$ cat src/rtl/pwm_hbridge_if.sv
// Register-side controls and bridge-side pins of one H-bridge PWM channel.
// master drives the controls and watches the pins; slave is the channel itself.
interface pwm_hbridge_if #(
    parameter int WIDTH   = 8,
    parameter int DTWIDTH = 4
);
    logic               pwmcntce;
    logic               pwmldce;
    logic [WIDTH-1:0]   wrtdata;
    logic               centermode;
    logic               invertpwm;
    logic               enablepwm;
    logic               run;
    logic               currentlimit;
    logic [DTWIDTH-1:0] dtval;
    logic [1:0]         pwmout;
    logic               cycstart;
    logic               climited;

    modport master (
        output pwmcntce, pwmldce, wrtdata, centermode, invertpwm,
               enablepwm, run, currentlimit, dtval,
        input  pwmout, cycstart, climited
    );

    modport slave (
        input  pwmcntce, pwmldce, wrtdata, centermode, invertpwm,
               enablepwm, run, currentlimit, dtval,
        output pwmout, cycstart, climited
    );
endinterface

$ cat src/rtl/pwm_hbridge.sv
// H-bridge PWM channel: edge/center counter, shadowed duty, cycle-by-cycle
// current limit and a registered deadtime engine driving the bridge pins.
module pwm_hbridge #(
    parameter int WIDTH   = 8,
    parameter int DTWIDTH = 4
) (
    input  logic           clk,
    input  logic           rst_n,
    pwm_hbridge_if.slave   bus
);
    localparam logic [WIDTH-1:0]   MAX    = {WIDTH{1'b1}};
    localparam logic [WIDTH-1:0]   ONE    = {{(WIDTH-1){1'b0}}, 1'b1};
    localparam logic [WIDTH-1:0]   HALF   = {1'b1, {(WIDTH-1){1'b0}}};
    localparam logic [DTWIDTH-1:0] DT_ONE = {{(DTWIDTH-1){1'b0}}, 1'b1};

    logic [WIDTH-1:0]   count_q, count_d;
    logic [WIDTH-1:0]   pend_q, pend_d;
    logic [WIDTH-1:0]   duty_q, duty_d;
    logic               down_q, down_d;
    logic               center_q, center_d;
    logic               clim_q, clim_d;
    logic               pwmq_q, pwmq_d;
    logic               cycstart_q, cycstart_d;
    logic [1:0]         tlast_q, tlast_d;
    logic [1:0]         pwmout_q, pwmout_d;
    logic [DTWIDTH-1:0] dt_q, dt_d;
    logic               start;
    logic               raw;
    logic               pol;
    logic [1:0]         target;

    // center_q is the counting mode actually in force; centermode is only
    // sampled at a period start so a period is never split between modes.
    always_comb begin
        start    = bus.pwmcntce && (center_q ? (down_q && count_q == ONE)
                                             : (count_q == MAX));
        count_d  = count_q;
        down_d   = down_q;
        center_d = center_q;
        if (start) begin
            count_d  = '0;
            down_d   = 1'b0;
            center_d = bus.centermode;
        end else if (bus.pwmcntce) begin
            if (!center_q) begin
                count_d = count_q + ONE;
            end else if (!down_q) begin
                if (count_q == MAX) begin
                    count_d = count_q - ONE;
                    down_d  = 1'b1;
                end else begin
                    count_d = count_q + ONE;
                end
            end else if (count_q == '0) begin
                count_d = ONE;
                down_d  = 1'b0;
            end else begin
                count_d = count_q - ONE;
            end
        end
    end

    always_comb begin
        pend_d     = bus.pwmldce ? bus.wrtdata : pend_q;
        duty_d     = start ? pend_q : duty_q;
        raw        = (count_q < duty_q) && !clim_q;
        clim_d     = start ? 1'b0 : (clim_q | (bus.currentlimit & raw));
        pwmq_d     = raw;
        cycstart_d = start;
    end

    // Coast is always safe, so it bypasses deadtime; any other change of
    // target restarts the blanking interval.
    always_comb begin
        pol = pwmq_q ^ bus.invertpwm;
        if (!bus.run) begin
            target = 2'b11;
        end else if (bus.enablepwm) begin
            target = {~pol, pol};
        end else begin
            target = 2'b00;
        end
        tlast_d  = tlast_q;
        dt_d     = dt_q;
        pwmout_d = 2'b00;
        if (target == 2'b00) begin
            dt_d = '0;
        end else if (target != tlast_q) begin
            tlast_d  = target;
            dt_d     = bus.dtval;
            pwmout_d = (bus.dtval == '0) ? target : 2'b00;
        end else if (dt_q != '0) begin
            dt_d = dt_q - DT_ONE;
        end else begin
            pwmout_d = tlast_q;
        end
    end

    always_ff @(posedge clk or negedge rst_n) begin
        if (!rst_n) begin
            count_q    <= '0;
            down_q     <= 1'b0;
            center_q   <= 1'b0;
            pend_q     <= HALF;
            duty_q     <= HALF;
            clim_q     <= 1'b0;
            pwmq_q     <= 1'b0;
            cycstart_q <= 1'b0;
            tlast_q    <= 2'b00;
            dt_q       <= '0;
            pwmout_q   <= 2'b00;
        end else begin
            count_q    <= count_d;
            down_q     <= down_d;
            center_q   <= center_d;
            pend_q     <= pend_d;
            duty_q     <= duty_d;
            clim_q     <= clim_d;
            pwmq_q     <= pwmq_d;
            cycstart_q <= cycstart_d;
            tlast_q    <= tlast_d;
            dt_q       <= dt_d;
            pwmout_q   <= pwmout_d;
        end
    end

    assign bus.pwmout   = pwmout_q;
    assign bus.cycstart = cycstart_q;
    assign bus.climited = clim_q;
endmodule

$ cat src/flat_wrapper.sv
// flat-port wrapper written by rule: the top's interface ports become plain ports
module pwm_hbridge_flat 
#(
    parameter int WIDTH   = 8,
    parameter int DTWIDTH = 4
)
  (clk, rst_n, bus_pwmcntce, bus_pwmldce, bus_wrtdata, bus_centermode, bus_invertpwm, bus_enablepwm, bus_run, bus_currentlimit, bus_dtval, bus_pwmout, bus_cycstart, bus_climited);
  pwm_hbridge_if #(.WIDTH(WIDTH), .DTWIDTH(DTWIDTH)) bus_i ();
  input  logic clk;
  input  logic rst_n;
  input wire logic [$bits(bus_i.pwmcntce)-1:0] bus_pwmcntce;
  input wire logic [$bits(bus_i.pwmldce)-1:0] bus_pwmldce;
  input wire logic [$bits(bus_i.wrtdata)-1:0] bus_wrtdata;
  input wire logic [$bits(bus_i.centermode)-1:0] bus_centermode;
  input wire logic [$bits(bus_i.invertpwm)-1:0] bus_invertpwm;
  input wire logic [$bits(bus_i.enablepwm)-1:0] bus_enablepwm;
  input wire logic [$bits(bus_i.run)-1:0] bus_run;
  input wire logic [$bits(bus_i.currentlimit)-1:0] bus_currentlimit;
  input wire logic [$bits(bus_i.dtval)-1:0] bus_dtval;
  output wire logic [$bits(bus_i.pwmout)-1:0] bus_pwmout;
  output wire logic [$bits(bus_i.cycstart)-1:0] bus_cycstart;
  output wire logic [$bits(bus_i.climited)-1:0] bus_climited;
  assign bus_i.pwmcntce = bus_pwmcntce;
  assign bus_i.pwmldce = bus_pwmldce;
  assign bus_i.wrtdata = bus_wrtdata;
  assign bus_i.centermode = bus_centermode;
  assign bus_i.invertpwm = bus_invertpwm;
  assign bus_i.enablepwm = bus_enablepwm;
  assign bus_i.run = bus_run;
  assign bus_i.currentlimit = bus_currentlimit;
  assign bus_i.dtval = bus_dtval;
  assign bus_pwmout = bus_i.pwmout;
  assign bus_cycstart = bus_i.cycstart;
  assign bus_climited = bus_i.climited;
  pwm_hbridge #(.WIDTH(WIDTH), .DTWIDTH(DTWIDTH)) u_core (.clk(clk), .rst_n(rst_n), .bus(bus_i));
endmodule
$ cat config.mk
export PLATFORM = sky130hd
export DESIGN_NAME = pwm_hbridge_flat
export DESIGN_NICKNAME = d
export VERILOG_FILES = /design/src/rtl/pwm_hbridge_if.sv /design/src/rtl/pwm_hbridge.sv /design/src/flat_wrapper.sv
export SDC_FILE = /design/constraint.sdc
export NUM_CORES = 1
export LEC_CHECK = 0
export BUFFER_PORTS_ARGS = -buffer_cell sky130_fd_sc_hd__buf_2
export CAP_MARGIN = 10
export CORE_UTILIZATION = 38
export CTS_BUF_LIST = sky130_fd_sc_hd__clkbuf_8
export DETAILED_ROUTE_END_ITERATION = 7
export MAX_ROUTING_LAYER = met4
export RECOVER_POWER = 50
export SYNTH_ARGS = -nofsm -noshare
export SYNTH_HDL_FRONTEND = slang
export SYNTH_SLANG_ARGS = --single-unit
$ cat constraint.sdc
create_clock -name clk -period 2.2 [get_ports clk]
set_input_delay 0.44 -clock clk [delete_from_list [all_inputs] [get_ports clk]]
set_output_delay 0.44 -clock clk [all_outputs]
set_load 0.1 [all_outputs]
==> summary.md, run 1 <==
| Metric | Value |
|---|---|
| Status | `complete, no violations` |
| Die area | `a little over 6000 um2` |
| Relative slew slack | `0.3781` |
| Via/cell ratio | `5.287` |
| Max Slew Vio Count | `0` |
| H-tree level count | `2` |
| Clock power frac | `0.178` |
| Initial DRT Pass Iterations | `4` |
| Total track usage | `0.1816` |
| Critical path launch point type | `register` |
| Fin crit share | `0.9027` |
| RSZ-0062 raised after global routing | `no` |
| # nets final | `around 300` |
| Clk root buf | `clkbuf_8` |
| # DRC | `0` |
| Antenna cells | `0` |
| Num CTS Buffers | `5` |
| Mean Syn Cell Area | `9.583 um2` |
| Crit. End Element | `register` |
| Area of the multi-input gates | `between 1000 and 1500 um2` |
| Wire per inst | `approximately 14 um` |
| Leakage Power | `roughly 1.2 nW` |
| Core Util, Final | `0.4605` |
| Crit-path cells | `ha_1 -> nand4_1 -> o21a_1 -> buf_4 -> o32ai_1 -> a21oi_1 -> a41oi_1` |
| Final Wtd Congestion | `roughly 0.9` |
| Largest cells by area after synthesis | `dfrtp_1, ha_1, mux2_2` |
| Final setup violating endpoints | `0` |
| Area delta synth->final | `16.25%` |
| Most frequent cell after synthesis | `dfrtp_1` |
| Comb power frac | `0.461` |
| Total vias in the final route | `1803` |
| Largest net degree at the start of global routing | `38` |
| Crit path time final | `a little under 2000 ps` |
| R2r startpoint | `u_core.count_q[0]` |
| First-pass GRT wire length | `around 8.3 mm` |
| PD cells | `1049 nW/um2` |
| Worst Hold Class | `in2async` |
| Slew of the pin with the lowest slew margin | `slightly above 900 ps` |
| Mapped Nets | `~260` |
| Mapped cell area | `2195 um2` |
| Iteration-0 DRC Markers | `131` |
| Sum of negative setup slack | `0 ps` |
| Most used flip-flop cell after synthesis | `dfrtp_1` |
| Final Hold Viols | `0` |
| R2R setup slack | `between 200 and 250 ps` |
| Num Clock Sinks | `37` |
| Post-synth EDFFs | `0` |
| Register area | `approximately 930 um2` |
| Register bit total from synthesis | `37` |
| Worst Path Max Fanout | `7` |
| Die W | `78.00 um` |
| Reg2reg path depth | `7` |
| Yosys cell types | `50` |
| Clk buf depth | `2` |
| Most frequent cells after synthesis | `dfrtp_1, nand2_1, inv_1` |
| Max VDD drop | `around 510 uV` |
| Cts hold-fix bufs | `0` |
| Crit path kind | `reg2reg` |
| Overall power | `2.676 mW` |
| Initial core utilization | `0.3961` |
| Yosys warns | `0` |
| Critical Path AT | `2190 ps` |
| Slowest CP cell | `dfrtp_1` |
| Antenna violations before repair | `0` |
| Required time of the critical path | `approximately 2400 ps` |
| P_int | `approximately 1.6 mW` |
| Switching part of the total power | `0.3938` |
| TritonCTS clock tree | `yes` |
| Grt ovf | `0` |
| Share of layout cells above drive strength 1 | `0.2379` |
| Sequential area share after synthesis | `0.4230` |
| Die Y-Extent | `between 70 and 80 um` |
| I/O pin count | `25` |
| Post-Route WL | `roughly 4.7 mm` |
| Asr flop ratio synth | `1.000` |
| Port Buffers | `24` |
| Core area | `5540 um2` |
| Clk_skew | `3.668 ps` |
| Max cap viols | `0` |
| Fmax | `around 0.50 GHz` |
| Post-DP HPWL | `around 3.4 mm` |
| Area leader, netlist | `dfrtp_1` |
| RR Endpoint | `u_core.count_q[6]` |
| Cell Rows | `27` |
| # fillers | `561` |
| Vias in the first global route | `around 1700` |
| Clk_lat worst skew | `approximately 290 ps` |
| DRT antenna net count | `0` |
| Flop pwr share | `0.361` |
| Switching power | `1.054 mW` |
| Mapped Cells | `229` |
| Clock transition at path regs | `around 70 ps` |
| Share of the synthesized area in the top cell type | `0.3991` |
| Slowest stage delay, CP | `460 ps` |
-- worst max path at each step --
stage / start / slack [ps] / cells past startpoint / to
floorplan: u_core.count_q[4] / 170 / 6 / u_core.duty_q[0]
global placement: u_core.count_q[0] / 220 / 6 / u_core.count_q[3]
detailed placement: u_core.count_q[6] / 230 / 4 / u_core.duty_q[0]
CTS: u_core.count_q[6] / 230 / 4 / u_core.duty_q[0]
global route: u_core.count_q[0] / 60 / 7 / u_core.count_q[6]
finish: u_core.count_q[0] / 210 / 7 / u_core.count_q[6]
-- per-stage QoR --
step	worst slack, ps	cells	instance area, um2	hold WS, ps
floorplan	174.7	229	2195	144.4
global placement	223.0	333	2460	456.8
detailed placement	234.6	333	2460	463.0
finish	214.1	341	2551	367.9
global route	62.09	341	2551	369.6
CTS	231.2	341	2550	207.3
-- state kept, by name, summed over array words and instances (netlist names) --
register             cells
u_core.count_q           8
u_core.duty_q            8
u_core.pend_q            8
u_core.dt_q              4
u_core.bus.pwmout        2
u_core.tlast_q           2
u_core.bus.climited      1
u_core.bus.cycstart      1
u_core.center_q          1
u_core.down_q            1
u_core.pwmq_q            1
-- layout by cell type, fill, tap and decap left out, drive strengths merged --
master / n
o211a: 1
dfrtp: 35
a211oi: 1
buf: 38
nor2b: 5
a22oi: 2
a21o: 3
xor2: 1
nand2b: 2
nand2: 22
nor3: 11
nand3: 8
and2: 2
inv: 21
or3b: 2
mux2i: 5
o31ai: 4
or3: 2
a221oi: 2
mux2: 9
and3: 2
nor2: 13
xnor2: 3
nand4: 5
o221ai: 1
clkbuf: 8
a21boi: 1
o21a: 2
o32ai: 2
dfstp: 2
nor3b: 3
o211ai: 2
a21oi: 9
o22ai: 3
a41oi: 1
a31oi: 4
o21ai: 18
or4: 2
ha: 12
-- layout make-up --
class	count	share of cell area
Tap cell	72	0.03531
Multi-Input combinational cell	165	0.4448
Sequential cell	37	0.3639
Timing Repair Buffer	40	0.09269
Clock inverter	2	0.002943
Inverter	19	0.02795
Clock buffer	6	0.03237
-- cell families (layout without fill, tap and decap cells) --
| family | Yosys count | in the layout | share of synthesized area |
|---|---|---|---|
| AND/OR/NAND/NOR | 79 | 79 | 0.1887 |
| XOR/XNOR | 4 | 4 | 0.01597 |
| multiplexers | 14 | 14 | 0.06899 |
| AO/OA/AOI/OAI | 56 | 56 | 0.1727 |
| flip-flops | 37 | 37 | 0.4230 |
| adder cells (fa/ha/maj) | 12 | 12 | 0.06841 |
| buffers and inverters | 27 | 67 | 0.06214 |
-- power by group through the flow --
stage,sequential (mW),combinational [mW],clock [mW]
global route,0.987,1.40,0.527
floorplan,1.01,0.819,0
CTS,0.966,1.23,0.499
global placement,0.973,1.20,0
finish,0.967,1.23,0.476
detailed placement,0.979,1.22,0
-- what timing repair did --
item,in CTS,in global routing
buffers inserted,0,0
hold endpoints to repair,0,0
resized for setup,0,1
endpoints found under the setup margin,0,1
-- critical path, delay by kind of cell (launching register included) --
kind            cells  cell delay, ps
buf+inv             1             170
compound gates      4             810
fa+ha+maj           1             280
simple gates        1             180
flops               1             460
-- metal layers --
| layer | part of all wire | track usage |
|---|---|---|
| met4 | 0.012 | 0.06667 |
| met2 | 0.42 | 0.2637 |
| met5 | 0 | - |
| met3 | 0.063 | 0.04353 |
| met1 | 0.51 | 0.2454 |
(Power assumes the default switching activity.)
==> run 2: changes to the inputs <==
- CORE_MARGIN: not set -> 2
==> run 2 against run 1 <==
Net effect: critical path depth shrank 1; global-route usage shrank 1.4 points; count of clock-buffer cells in the layout shrank 1; utilization grew 0.54 points; die area grew 5.2%; sequential share of layout area shrank 0.42 points; clock skew grew 2.8 ps; wire length shrank 2.4%; power grew 3.1%; combinational power is essentially flat; cell count grew 0.29%; clock power grew 22%; critical path type unchanged; critical endpoint is now u_core.bus.climited.
==> summary.md, run 2 (synthesis results as in run 1) <==
| Metric | Value |
|---|---|
| R2R setup slack | `190 ps (-20 ps)` |
| First-pass GRT wire length | `8.093 mm (-2.6%)` |
| Finished Layout Cells | `342 (+0.29%)` |
| Delay-heaviest family, CP | `simple AND/OR/NAND/NOR gates` |
| Dpl cells | `334 (+0.30%)` |
| P_int | `1.703 mW (+5.0%)` |
| Clk_skew | `6.462 ps (+2.794 ps)` |
| Die area | `6399 um2 (+5.2%)` |
| Post-DP HPWL | `3.416 mm (+0.40%)` |
| Comb power frac | `0.440 (-0.021)` |
| Crit. End Element | `register` |
| Clk_lat worst skew | `290 ps (about the same)` |
| Clock transition at path regs | `80 ps (about the same)` |
| Worst Path Max Fanout | `17 (+10)` |
| Num CTS Buffers | `5 (unchanged)` |
| Clk buf depth | `2 (unchanged)` |
| Final setup violating endpoints | `0 (unchanged)` |
| Total track usage | `0.1673 (-0.01426)` |
| I/O pin count | `25 (unchanged)` |
| Register area | `928.4 um2 (unchanged)` |
| # fillers | `524 (-6.6%)` |
| Switching power | `1.055 mW (about the same)` |
| TritonCTS clock tree | `yes` |
| Slowest stage delay, CP | `600 ps (+140 ps)` |
| Critical Path AT | `2180 ps (about the same)` |
| Critical path launch point type | `register` |
| Crit path time final | `2010 ps (+23.57 ps)` |
| Num Clock Sinks | `37 (unchanged)` |
| Via/cell ratio | `5.249 (-0.73%)` |
| # nets final | `302 (+0.33%)` |
| Sum of negative setup slack | `0 ps (unchanged)` |
| Fin crit share | `0.9134 (+0.01071)` |
| DRT antenna net count | `0 (unchanged)` |
| Post-CTS setup buffers | `0 (unchanged)` |
| Initial DRT Pass Iterations | `4 (unchanged)` |
| Crit-path cells | `or4_4 -> o31ai_4 -> o211a_1 -> buf_12 -> or3b_2 -> o22ai_1` |
| Cts hold-fix bufs | `0 (unchanged)` |
| Die W | `80.00 um (+2.6%)` |
| Slowest CP cell | `or4_4` |
| Largest net degree at the start of global routing | `26 (-32%)` |
| Cell Rows | `27 (unchanged)` |
| Port Buffers | `24 (unchanged)` |
| Switching part of the total power | `0.3824 (-0.01140)` |
| Share of layout cells above drive strength 1 | `0.2333 (-0.004585)` |
| PD cells | `1068 nW/um2 (+1.9%)` |
| Antenna cells | `0 (unchanged)` |
| Crit path kind | `reg2reg` |
| Commonest non-fill, non-tap cells in the layout | `dfrtp_1, buf_2, nand2_1` |
| Vias in the first global route | `1796 (+4.2%)` |
| Fmax | `0.4976 GHz (-1.2%)` |
| Final Hold Viols | `0 (unchanged)` |
| Flop pwr share | `0.349 (-0.012)` |
| Initial core utilization | `0.3961 (unchanged)` |
| Max Slew Vio Count | `0 (unchanged)` |
| Antenna violations before repair | `0 (unchanged)` |
| Biggest regs | `u_core.count_q: 8 flops, u_core.duty_q: 8 flops, u_core.pend_q: 8 flops` |
| Final Wtd Congestion | `0.9317 (+6.2%)` |
| Post-Route WL | `4.550 mm (-2.4%)` |
| Total vias in the final route | `1795 (-0.44%)` |
| Leakage Power | `1.185 nW (+0.28%)` |
| Worst Hold Class | `in2reg` |
| WHS | `371.6 ps (+3.685 ps)` |
| Area of the multi-input gates | `1130 um2 (-0.44%)` |
| Max VDD drop | `443.8 uV (-12%)` |
| PostCTS Resize Cnt | `0 (unchanged)` |
| H-tree level count | `2 (unchanged)` |
| Max cap viols | `0 (unchanged)` |
| Clk root buf | `clkbuf_8` |
| CP bufs+invs | `1 (unchanged)` |
| Slew of the pin with the lowest slew margin | `1318 ps (+385.3 ps)` |
| Grt ovf | `0 (unchanged)` |
| Required time of the critical path | `2370 ps (-30 ps)` |
| RSZ-0062 raised after global routing | `no` |
| Iteration-0 DRC Markers | `69 (-47%)` |
| # DRC | `0 (unchanged)` |
| Most common cell after layout, fill and taps aside | `dfrtp_1` |
| Relative slew slack | `0.1212 (-0.2569)` |
| Wire per inst | `13.30 um (-2.6%)` |
| Area delta synth->final | `17.62%` |
| Status | `complete, no violations` |
| Core area | `5540 um2 (unchanged)` |
| Die Y-Extent | `80.00 um (+2.6%)` |
| Clock power frac | `0.211 (+0.033)` |
run 2: cell count changes in the layout (fill, tap and decap cells not counted), sizes merged:
cell,before,now
clkinv,0,1
clkbuf,8,9
buf,38,37
bufinv,0,1
inv,21,20
run 2: layout make-up:
| cell class | instances | share of cell area |
|---|---|---|
| Clock buffer | 5 | 0.02666 |
| Clock inverter | 3 | 0.01648 |
| Inverter | 19 | 0.02763 |
| Multi-Input combinational cell | 165 | 0.4377 |
| Sequential cell | 37 | 0.3597 |
| Tap cell | 72 | 0.03490 |
| Timing Repair Buffer | 41 | 0.09695 |
run 2: worst register-to-register path: stages (launching register included):
cell and delay [ps]:
dfrtp_1 380, or4_4 600, o31ai_4 300, o211a_1 290
buf_12 160, or3b_2 120, o22ai_1 50
run 2: metal layers:
metal / share of wire / up-vias / GRT usage
met5: 0 / - / -
met4: 0.016 / 0 / 0.07288
met3: 0.053 / 8 / 0.02941
met2: 0.47 / 48 / 0.2717
met1: 0.46 / 841 / 0.2044
li1: - / 898 / -
run 2: path summary, 6_finish.rpt:
check	to	cells after the start	startpoint
hold reg to reg	u_core.duty_q[7]	2	u_core.pend_q[7]
setup reg to reg	u_core.bus.climited	6	u_core.count_q[6]
min in group asynchronous	u_core.dt_q[3]	1	rst_n
setup / recovery	u_core.bus.climited	6	u_core.count_q[6]
hold / removal	u_core.pend_q[3]	2	bus_wrtdata[3]
max in group asynchronous	u_core.pend_q[7]	2	rst_n
run 2: power groups by stage:
stage | registers (mW) | clock network (mW) | logic [mW]
after floorplan | 1.01 | 0 | 0.819
after global placement | 0.975 | 0 | 1.19
after detailed placement | 0.975 | 0 | 1.20
after CTS | 0.963 | 0.603 | 1.21
after global routing | 0.990 | 0.633 | 1.37
final | 0.963 | 0.582 | 1.21
run 2: metrics by stage:
stage	total power, mW	area, um2	util	setup slack (ps)
floorplan	1.825	2195	-	174.7
global placement	2.167	2480	0.4476	225.3
detailed placement	2.179	2480	0.4476	198.2
CTS	2.777	2591	0.4677	188.7
global route	2.989	2581	0.4659	96.37
finish	2.758	2581	0.4659	190.5
